## config.mk

```make
export PLATFORM = sky130hd
export DESIGN_NAME = i_mem_loader
export DESIGN_NICKNAME = d
export VERILOG_FILES = /design/src/rtl/i_mem_loader.sv
export SDC_FILE = /design/constraint.sdc
export NUM_CORES = 1
export LEC_CHECK = 0
export ABC_CLOCK_PERIOD_IN_PS = 2300
export BUFFER_PORTS_ARGS = -buffer_cell sky130_fd_sc_hd__buf_4
export CAP_MARGIN = 10
export CORE_ASPECT_RATIO = 0.8
export CORE_MARGIN = 3
export CORE_UTILIZATION = 55
export CTS_BUF_LIST = sky130_fd_sc_hd__clkbuf_4 sky130_fd_sc_hd__clkbuf_8
export DETAILED_ROUTE_END_ITERATION = 10
export PLACE_DENSITY = 0.78
export SETUP_SLACK_MARGIN = 0.1
export SYNTH_ARGS = -nofsm -noshare
export SYNTH_HDL_FRONTEND = slang
export SYNTH_SLANG_ARGS = --single-unit
```

## constraint.sdc

```tcl
create_clock -name clk -period 2.3 [get_ports clk]
set_input_delay 0.345 -clock clk [delete_from_list [all_inputs] [get_ports clk]]
set_output_delay 0.345 -clock clk [all_outputs]
set_load 0.05 [all_outputs]
```

## src/rtl/i_mem_loader.sv

```systemverilog
// Byte-stream instruction loader: assembles little-endian words and writes them into the writable instruction memory.
// Optional macro I_MEM_LOADER_CSUM_EN adds a trailing XOR checksum byte to every frame.
module i_mem_loader #(
    parameter int D_WIDTH     = 32,
    parameter int A_WIDTH     = 32,
    parameter int DEPTH_WORDS = 256
) (
    input  logic               clk,
    input  logic               rst_n,
    input  logic               load_start,
    input  logic               s_valid,
    input  logic [7:0]         s_data,
    output logic               s_ready,
    output logic               we,
    output logic [A_WIDTH-1:0] wa,
    output logic [D_WIDTH-1:0] wd,
    output logic               busy,
    output logic               core_hold,
    output logic               done,
    output logic               err
);

    localparam int IDX_W = $clog2(DEPTH_WORDS + 1);

    typedef enum logic [2:0] {
        IDLE, LEN0, LEN1, DATA, WRITE, FIN, ERR, CSUM
    } state_t;

    state_t             state;
    logic [7:0]         len_lo;
    logic [15:0]        len;
    logic [IDX_W-1:0]   word_idx;
    logic [1:0]         byte_idx;
    logic [D_WIDTH-1:0] asm_word;
`ifdef I_MEM_LOADER_CSUM_EN
    logic [7:0]         csum;
`endif

    logic        hs;
    logic [15:0] len_in;

    assign hs        = s_valid & s_ready;
    assign len_in    = {s_data, len_lo};
    assign core_hold = busy;

    always_ff @(posedge clk or negedge rst_n) begin
        if (!rst_n) begin
            state    <= IDLE;
            s_ready  <= 1'b0;
            we       <= 1'b0;
            wa       <= '0;
            wd       <= '0;
            busy     <= 1'b0;
            done     <= 1'b0;
            err      <= 1'b0;
            len_lo   <= '0;
            len      <= '0;
            word_idx <= '0;
            byte_idx <= '0;
            asm_word <= '0;
`ifdef I_MEM_LOADER_CSUM_EN
            csum     <= '0;
`endif
        end else begin
            // NOTE: we defaults low every cycle; only the DATA->WRITE transition raises it, giving a one-cycle pulse.
            we <= 1'b0;
            unique case (state)
                IDLE: begin
                    if (load_start) begin
                        done     <= 1'b0;
                        err      <= 1'b0;
                        busy     <= 1'b1;
                        s_ready  <= 1'b1;
                        word_idx <= '0;
                        byte_idx <= '0;
`ifdef I_MEM_LOADER_CSUM_EN
                        csum     <= '0;
`endif
                        state    <= LEN0;
                    end
                end
                LEN0: begin
                    if (hs) begin
                        len_lo <= s_data;
                        state  <= LEN1;
                    end
                end
                LEN1: begin
                    if (hs) begin
                        len <= len_in;
                        if (len_in == 16'd0) begin
`ifdef I_MEM_LOADER_CSUM_EN
                            state   <= CSUM;
`else
                            s_ready <= 1'b0;
                            state   <= FIN;
`endif
                        end else if (len_in > 16'(DEPTH_WORDS)) begin
                            s_ready <= 1'b0;
                            state   <= ERR;
                        end else begin
                            state   <= DATA;
                        end
                    end
                end
                DATA: begin
                    if (hs) begin
`ifdef I_MEM_LOADER_CSUM_EN
                        csum <= csum ^ s_data;
`endif
                        if (byte_idx == 2'd3) begin
                            we       <= 1'b1;
                            wa       <= A_WIDTH'({word_idx, 2'b00});
                            wd       <= {s_data, asm_word[23:0]};
                            s_ready  <= 1'b0;
                            byte_idx <= '0;
                            state    <= WRITE;
                        end else begin
                            asm_word[8*byte_idx +: 8] <= s_data;
                            byte_idx <= byte_idx + 2'd1;
                        end
                    end
                end
                WRITE: begin
                    word_idx <= word_idx + 1'b1;
                    if (16'(word_idx) + 16'd1 == len) begin
`ifdef I_MEM_LOADER_CSUM_EN
                        s_ready <= 1'b1;
                        state   <= CSUM;
`else
                        state   <= FIN;
`endif
                    end else begin
                        s_ready <= 1'b1;
                        state   <= DATA;
                    end
                end
`ifdef I_MEM_LOADER_CSUM_EN
                CSUM: begin
                    if (hs) begin
                        s_ready <= 1'b0;
                        state   <= (s_data == csum) ? FIN : ERR;
                    end
                end
`else
                CSUM: state <= IDLE;
`endif
                FIN: begin
                    busy  <= 1'b0;
                    done  <= 1'b1;
                    state <= IDLE;
                end
                ERR: begin
                    busy  <= 1'b0;
                    err   <= 1'b1;
                    state <= IDLE;
                end
                default: state <= IDLE;
            endcase
        end
    end

endmodule
```

# Yosys cells after proc, flatten, opt, wreduce, memory -nomap -nowiden
# Cells that the tools add are included.
# op_classes
n_shift	2
addsub	4
n_reduce_logical	21
n_lt_le_gt_ge	1
n_eq_ne	16
n_bitwise	2
mux	31
# ops
operator	n
negation 5 -> 34 bit	1
variable shift 8 x 34 -> 32 bit, first input constant	1
variable part select 8 x 34 -> 32 bit	1
bitwise mux 32 bit	1
two-way mux 3 bit	8
case mux 3 bit (6 select lines)	1
case mux 9 bit (2 select lines)	1
== test 10 x 16 -> 1 bit	1
> comparator 16 x 9 -> 1 bit, second input constant	1
zero test 16 bit	1
== test 3 bit, second input constant	4
!= test 2 bit, second input constant	6
AND reduction 2 bit	6
two-way mux 1 bit	11
adder 9 x 1 -> 10 bit, second input constant	1
nonzero test 2 bit	5
adder 9 x 1 -> 9 bit, second input constant	1
two-way mux 9 bit	1
AND reduction 3 bit	3
AND reduction 7 bit	1
== test 3 x 2 -> 1 bit, second input constant	2
two-way mux 2 bit	3
case mux 1 bit (2 select lines)	3
AND reduction 5 bit	1
12 further kinds	12
# word_totals
elab_cells	90
reg_bits	116
out_inout_bits	70
in_bits	12

# Longest topological paths before layout
# logic_depth
depth_word	5
ltp_mapped	7
depth_no_buf	7

# Worst setup path after synthesis
# OpenSTA, ideal clock, no wires.
# synth_timing
kind	flip-flop to flip-flop
startpoint	reg s_ready
endpoint	reg len[10]
t_required_ns	2.175
synth_period_minus_slack_ns	2.034
arrival_time_ns	1.909
path_stages_with_launch	5
setup_time_ns	0.125
path_slack_ns	0.266
path_buffers	1
path_cell_list	dfrtp_1 -> nand2_1 -> nor3_2 -> buf_2 -> mux2_2
# synth_between
elab_chain_cells	2
# synth_lines
item	line_no	source
from (decl)	13	output logic s_ready,
from (signal assigned)	49	s_ready <= 1'b0;
from (signal assigned)	73	s_ready <= 1'b1;
from (signal assigned)	95	s_ready <= 1'b0;
bitwise AND 1 bit	42	assign hs = s_valid & s_ready;
AND reduction 2 bit (no line)	n/a	
to (signal assigned)	90	len <= len_in;
to (decl)	31	logic [15:0] len;
# Every way passes these cells.
# A chain may end at the register's enable or synchronous reset.

# Final worst setup path
# layout_timing
startpoint	reg word_idx[1]
endpoint	reg s_ready
# layout_between
elab_chain_cells	4
# layout_lines
item	line_no	source
from (decl)	32	logic [IDX_W-1:0] word_idx;
from (signal assigned)	125	word_idx <= word_idx + 1'b1;
adder 9 x 1 -> 10 bit	126	if (16'(word_idx) + 16'd1 == len) begin
== test 10 x 16 -> 1 bit	126	
!= test 2 bit (no line)	n/a	
AND reduction 7 bit (no line)	n/a	
to (signal assigned)	99	s_ready <= 1'b0;
to (signal assigned)	115	s_ready <= 1'b0;
to (signal assigned)	134	s_ready <= 1'b1;
# Every way passes these cells.

==> results by group <==
STA
  • Final hold slack: 267 ps
  • Max-slew violation count: 0
  • Final setup TNS: 0 ps
  • Fin crit period: 2010 ps
  • FMAX: 496 MHz
  • Final Hold Viols: 0
  • RSZ-0062 raised after global routing: no
  • Worst-Margin Slew: 671 ps
  • Worst slew margin: 55.0%
  • Final Cycle Share: 87.6%
  • Final setup vio count: 0
  • Worst Skew: 17.2 ps

Outcome
  • Outcome: completed

Setup path
  • Top delay family on crit path: simple AND/OR/NAND/NOR gates
  • Worst path required time: 2580 ps
  • Reg2reg end: s_ready$_DFFE_PN0P_
  • Critical path's slowest cell: dfrtp_1
  • CP Launch Type: register
  • Reg2Reg Setup Slack: 290 ps
  • Worst Reg-to-Reg Cells: 7
  • Worst path bufs/invs: 0
  • Critical Path End Type: register
  • Critical path peak fanout: 7
  • Slowest cell delay on critical path: ~460 ps
  • WS Path Type: register to register
  • Critical R2R Launch: word_idx[1]$_DFFE_PN0P_
  • CP arrival: between 2000 and 2500 ps
  • CP cell instances: ha_2, and4_2, nand4_1, a211o_1, o211ai_2, and4bb_1, a21boi_2

Synth
  • Cell count after synthesis: 436
  • Main combinational cell family by area after synthesis: multiplexers
  • Flops & latches, synth: ~110
  • Post-synthesis simple-gate area fraction: 11.7%
  • EDFF count, synth: 0
  • Ys flop type: dfrtp_1
  • Ys async rst share: 100%
  • Ys Warns: 0
  • List of most frequent post-synthesis cells: 108 x dfrtp_1, 68 x nand2_1, 66 x mux2_2
  • Sequential area share after synthesis: 54.1%
  • Post-synth cell types: just over 50
  • Count leader, synth: dfrtp_1
  • Mux cell area share after synthesis: 15.3%
  • Compound-cell area share of the yosys netlist: 8.49%
  • Post-synth top area cell: dfrtp_1
  • Area of the mapped netlist: 0.00499 mm²
  • Post-synthesis xor/xnor area fraction: 2.45%
  • Area contributors post-synth: dfrtp_1 54%, mux2_2 15%, nand2_1 5.1%
  • Share of the synthesized area in the top cell type: a little over half
  • Synth Area per Inst: approximately 11 µm²
  • Adder-cell area share of the yosys netlist: 1.50%

Final layout
  • Footprint of the multi-input gates: 0.00206 mm²
  • Fin nets: 515
  • Filler cell count: 687
  • Area delta synth->final: 14.4%
  • ANT cells: 0
  • Register Area: 0.00270 mm²
  • Share of cells above drive strength 1: 32.5%

GRT
  • Largest net degree at the start of global routing: 47
  • Gr usage total: 20.9%
  • First-pass GRT wire length: between 15000 and 20000 µm
  • Vias in the first global route: 3319
  • Gr ovfl total: 0
  • Initial antenna violation count: 0

Power and ir drop
  • Worst VDD drop: 568 µV
  • Leak: 2.74 nW
  • Pwr dens: 1030 mW/mm²

Clock tree
  • Later-pin clock latency in the skew report: 370 ps
  • Num CTS Buffers: 9
  • Clk buf depth: 2
  • Setup bufs post-CTS: 0
  • Clock sinks: 108
  • Clock root buffer: clkbuf_8
  • CTS tree: done
  • Clock Pin Slew Worst Setup and Hold Paths: 110 ps
  • Htree depth: 3

Routing
  • WL per Instance: 16.2 µm
  • Post-route antenna net violation count: 0
  • Initial drt markers: 175
  • Vias post-DR: around 3300
  • Residual DRC: 0
  • Drt total wl: 9950 µm
  • Post-DR vias/cell: 5.40
  • Initial DRT Pass Iterations: 4

Floorplanning
  • Std-Cell Rows: 30
  • Core Area: 0.00867 mm²
  • # IOs: 82
  • Initial Util: 57.6%
  • Chip height: ~91 µm
  • Die X: 113 µm
  • Die area: 0.0103 mm²

Flow run
  • # Max-Cap Violations: 0

Min path
  • Min-delay src: s_data[5]
  • Hold Path Sink: asm_word[21]$_DFFE_PN0P_
  • HP Class: input pin to register
  • Worst Hold Depth: 3

Placement
  • Final Wtd Congestion: 0.835
  • Detail Placement HPWL: between 7000 and 8000 µm
  • I/O Buffers: 58
==> worst max-delay path by stage <==
stage / startpoint / to / slack (ps) / cells past startpoint
floorplan: s_ready$_DFFE_PN0P_ / len[10]$_DFFE_PN0P_ / 270 / 4
global placement: word_idx[0]$_DFFE_PN0P_ / s_ready$_DFFE_PN0P_ / 310 / 7
detailed placement: word_idx[0]$_DFFE_PN0P_ / s_ready$_DFFE_PN0P_ / 190 / 7
CTS: word_idx[0]$_DFFE_PN0P_ / s_ready$_DFFE_PN0P_ / 170 / 7
global route: word_idx[1]$_DFFE_PN0P_ / state[1]$_DFFE_PN0P_ / 160 / 7
finish: word_idx[1]$_DFFE_PN0P_ / s_ready$_DFFE_PN0P_ / 290 / 7
==> through the flow <==
stage | total power, mW | cells | instance area (µm²) | worst slack (ps) | utilization, %
after CTS | 5.96 | 614 | 5710 | 168 | 65.9
final | 5.92 | 614 | 5720 | 285 | 65.9
after global placement | 4.53 | 597 | 5460 | 308 | 63.0
after global routing | 6.29 | 614 | 5720 | 163 | 65.9
after detailed placement | 4.62 | 597 | 5460 | 193 | 63.0
after floorplan | 4.05 | 458 | 5080 | 266 | -
==> tightest hold or removal path, cell delays in order <==
cell	delay [ps]
buf_4	140
nand2_1	50
o21ai_0	60
==> registers in the layout, summed over array words and instances (netlist names), 2 cells and up <==
| register | cells |
|---|---|
| asm_word | 24 |
| len_lo | 8 |
| len | 16 |
| wd | 32 |
| byte_idx | 2 |
| state | 3 |
| wa | 9 |
| word_idx | 9 |
==> per-layer routing <==
metal	vias to the layer above	track usage, %	wire length [µm]
met5	-	0	0
met4	0	5.21	89
met3	7	5.06	585
met2	94	32.3	4610
met1	1630	29.7	4670
li1	1586	-	-
==> power by group <==
group	switching, mW	internal [mW]
sequential	0.353	2.30
combinational	1.13	0.810
clock	0.682	0.640
total	2.16	3.75
==> layout make-up <==
type,count,area share [%]
timing repair buffer,70,9.46
clock buffer,9,2.17
multi-input combinational,299,36.0
tap,112,2.45
inverter,9,0.591
sequential,108,47.3
clock inverter,7,1.99
==> layout by cell type, fill, tap and decap left out, types with 2 or more instances in the layout <==
master / instances
dfrtp_1: 107
nand2_1: 68
buf_4: 68
mux2_2: 66
o21ai_0: 37
conb_1: 23
nor2_1: 12
inv_1: 9
clkbuf_8: 9
xnor2_1: 8
a21oi_1: 7
nand3_1: 6
xor2_1: 6
nand2b_1: 5
ha_1: 5
nor3b_1: 4
nand4_1: 4
o31ai_1: 4
o21ai_1: 3
a21o_1: 3
nor4_1: 3
a211oi_1: 3
and2_1: 2
nor3_2: 2
nor3_1: 2
mux2i_1: 2
and3_1: 2
bufinv_16: 2
inv_6: 2
==> logic make-up after synthesis <==
group                    Yosys count
AO/OA/AOI/OAI                     69
XOR/XNOR                          14
AND/OR/NAND/NOR                  119
multiplexers                      68
adder cells (fa/ha/maj)            6
other                              1
flip-flops                       108
buffers and inverters             51
==> timing repair <==
action / 4_1_cts / 5_1_grt
gates resized for setup: 0 / 2
hold buffers: 1 / 0
endpoints found under the hold margin: 37 / 0
setup endpoints to repair: 0 / 3
Note: power is estimated with default switching activity, not from simulation.
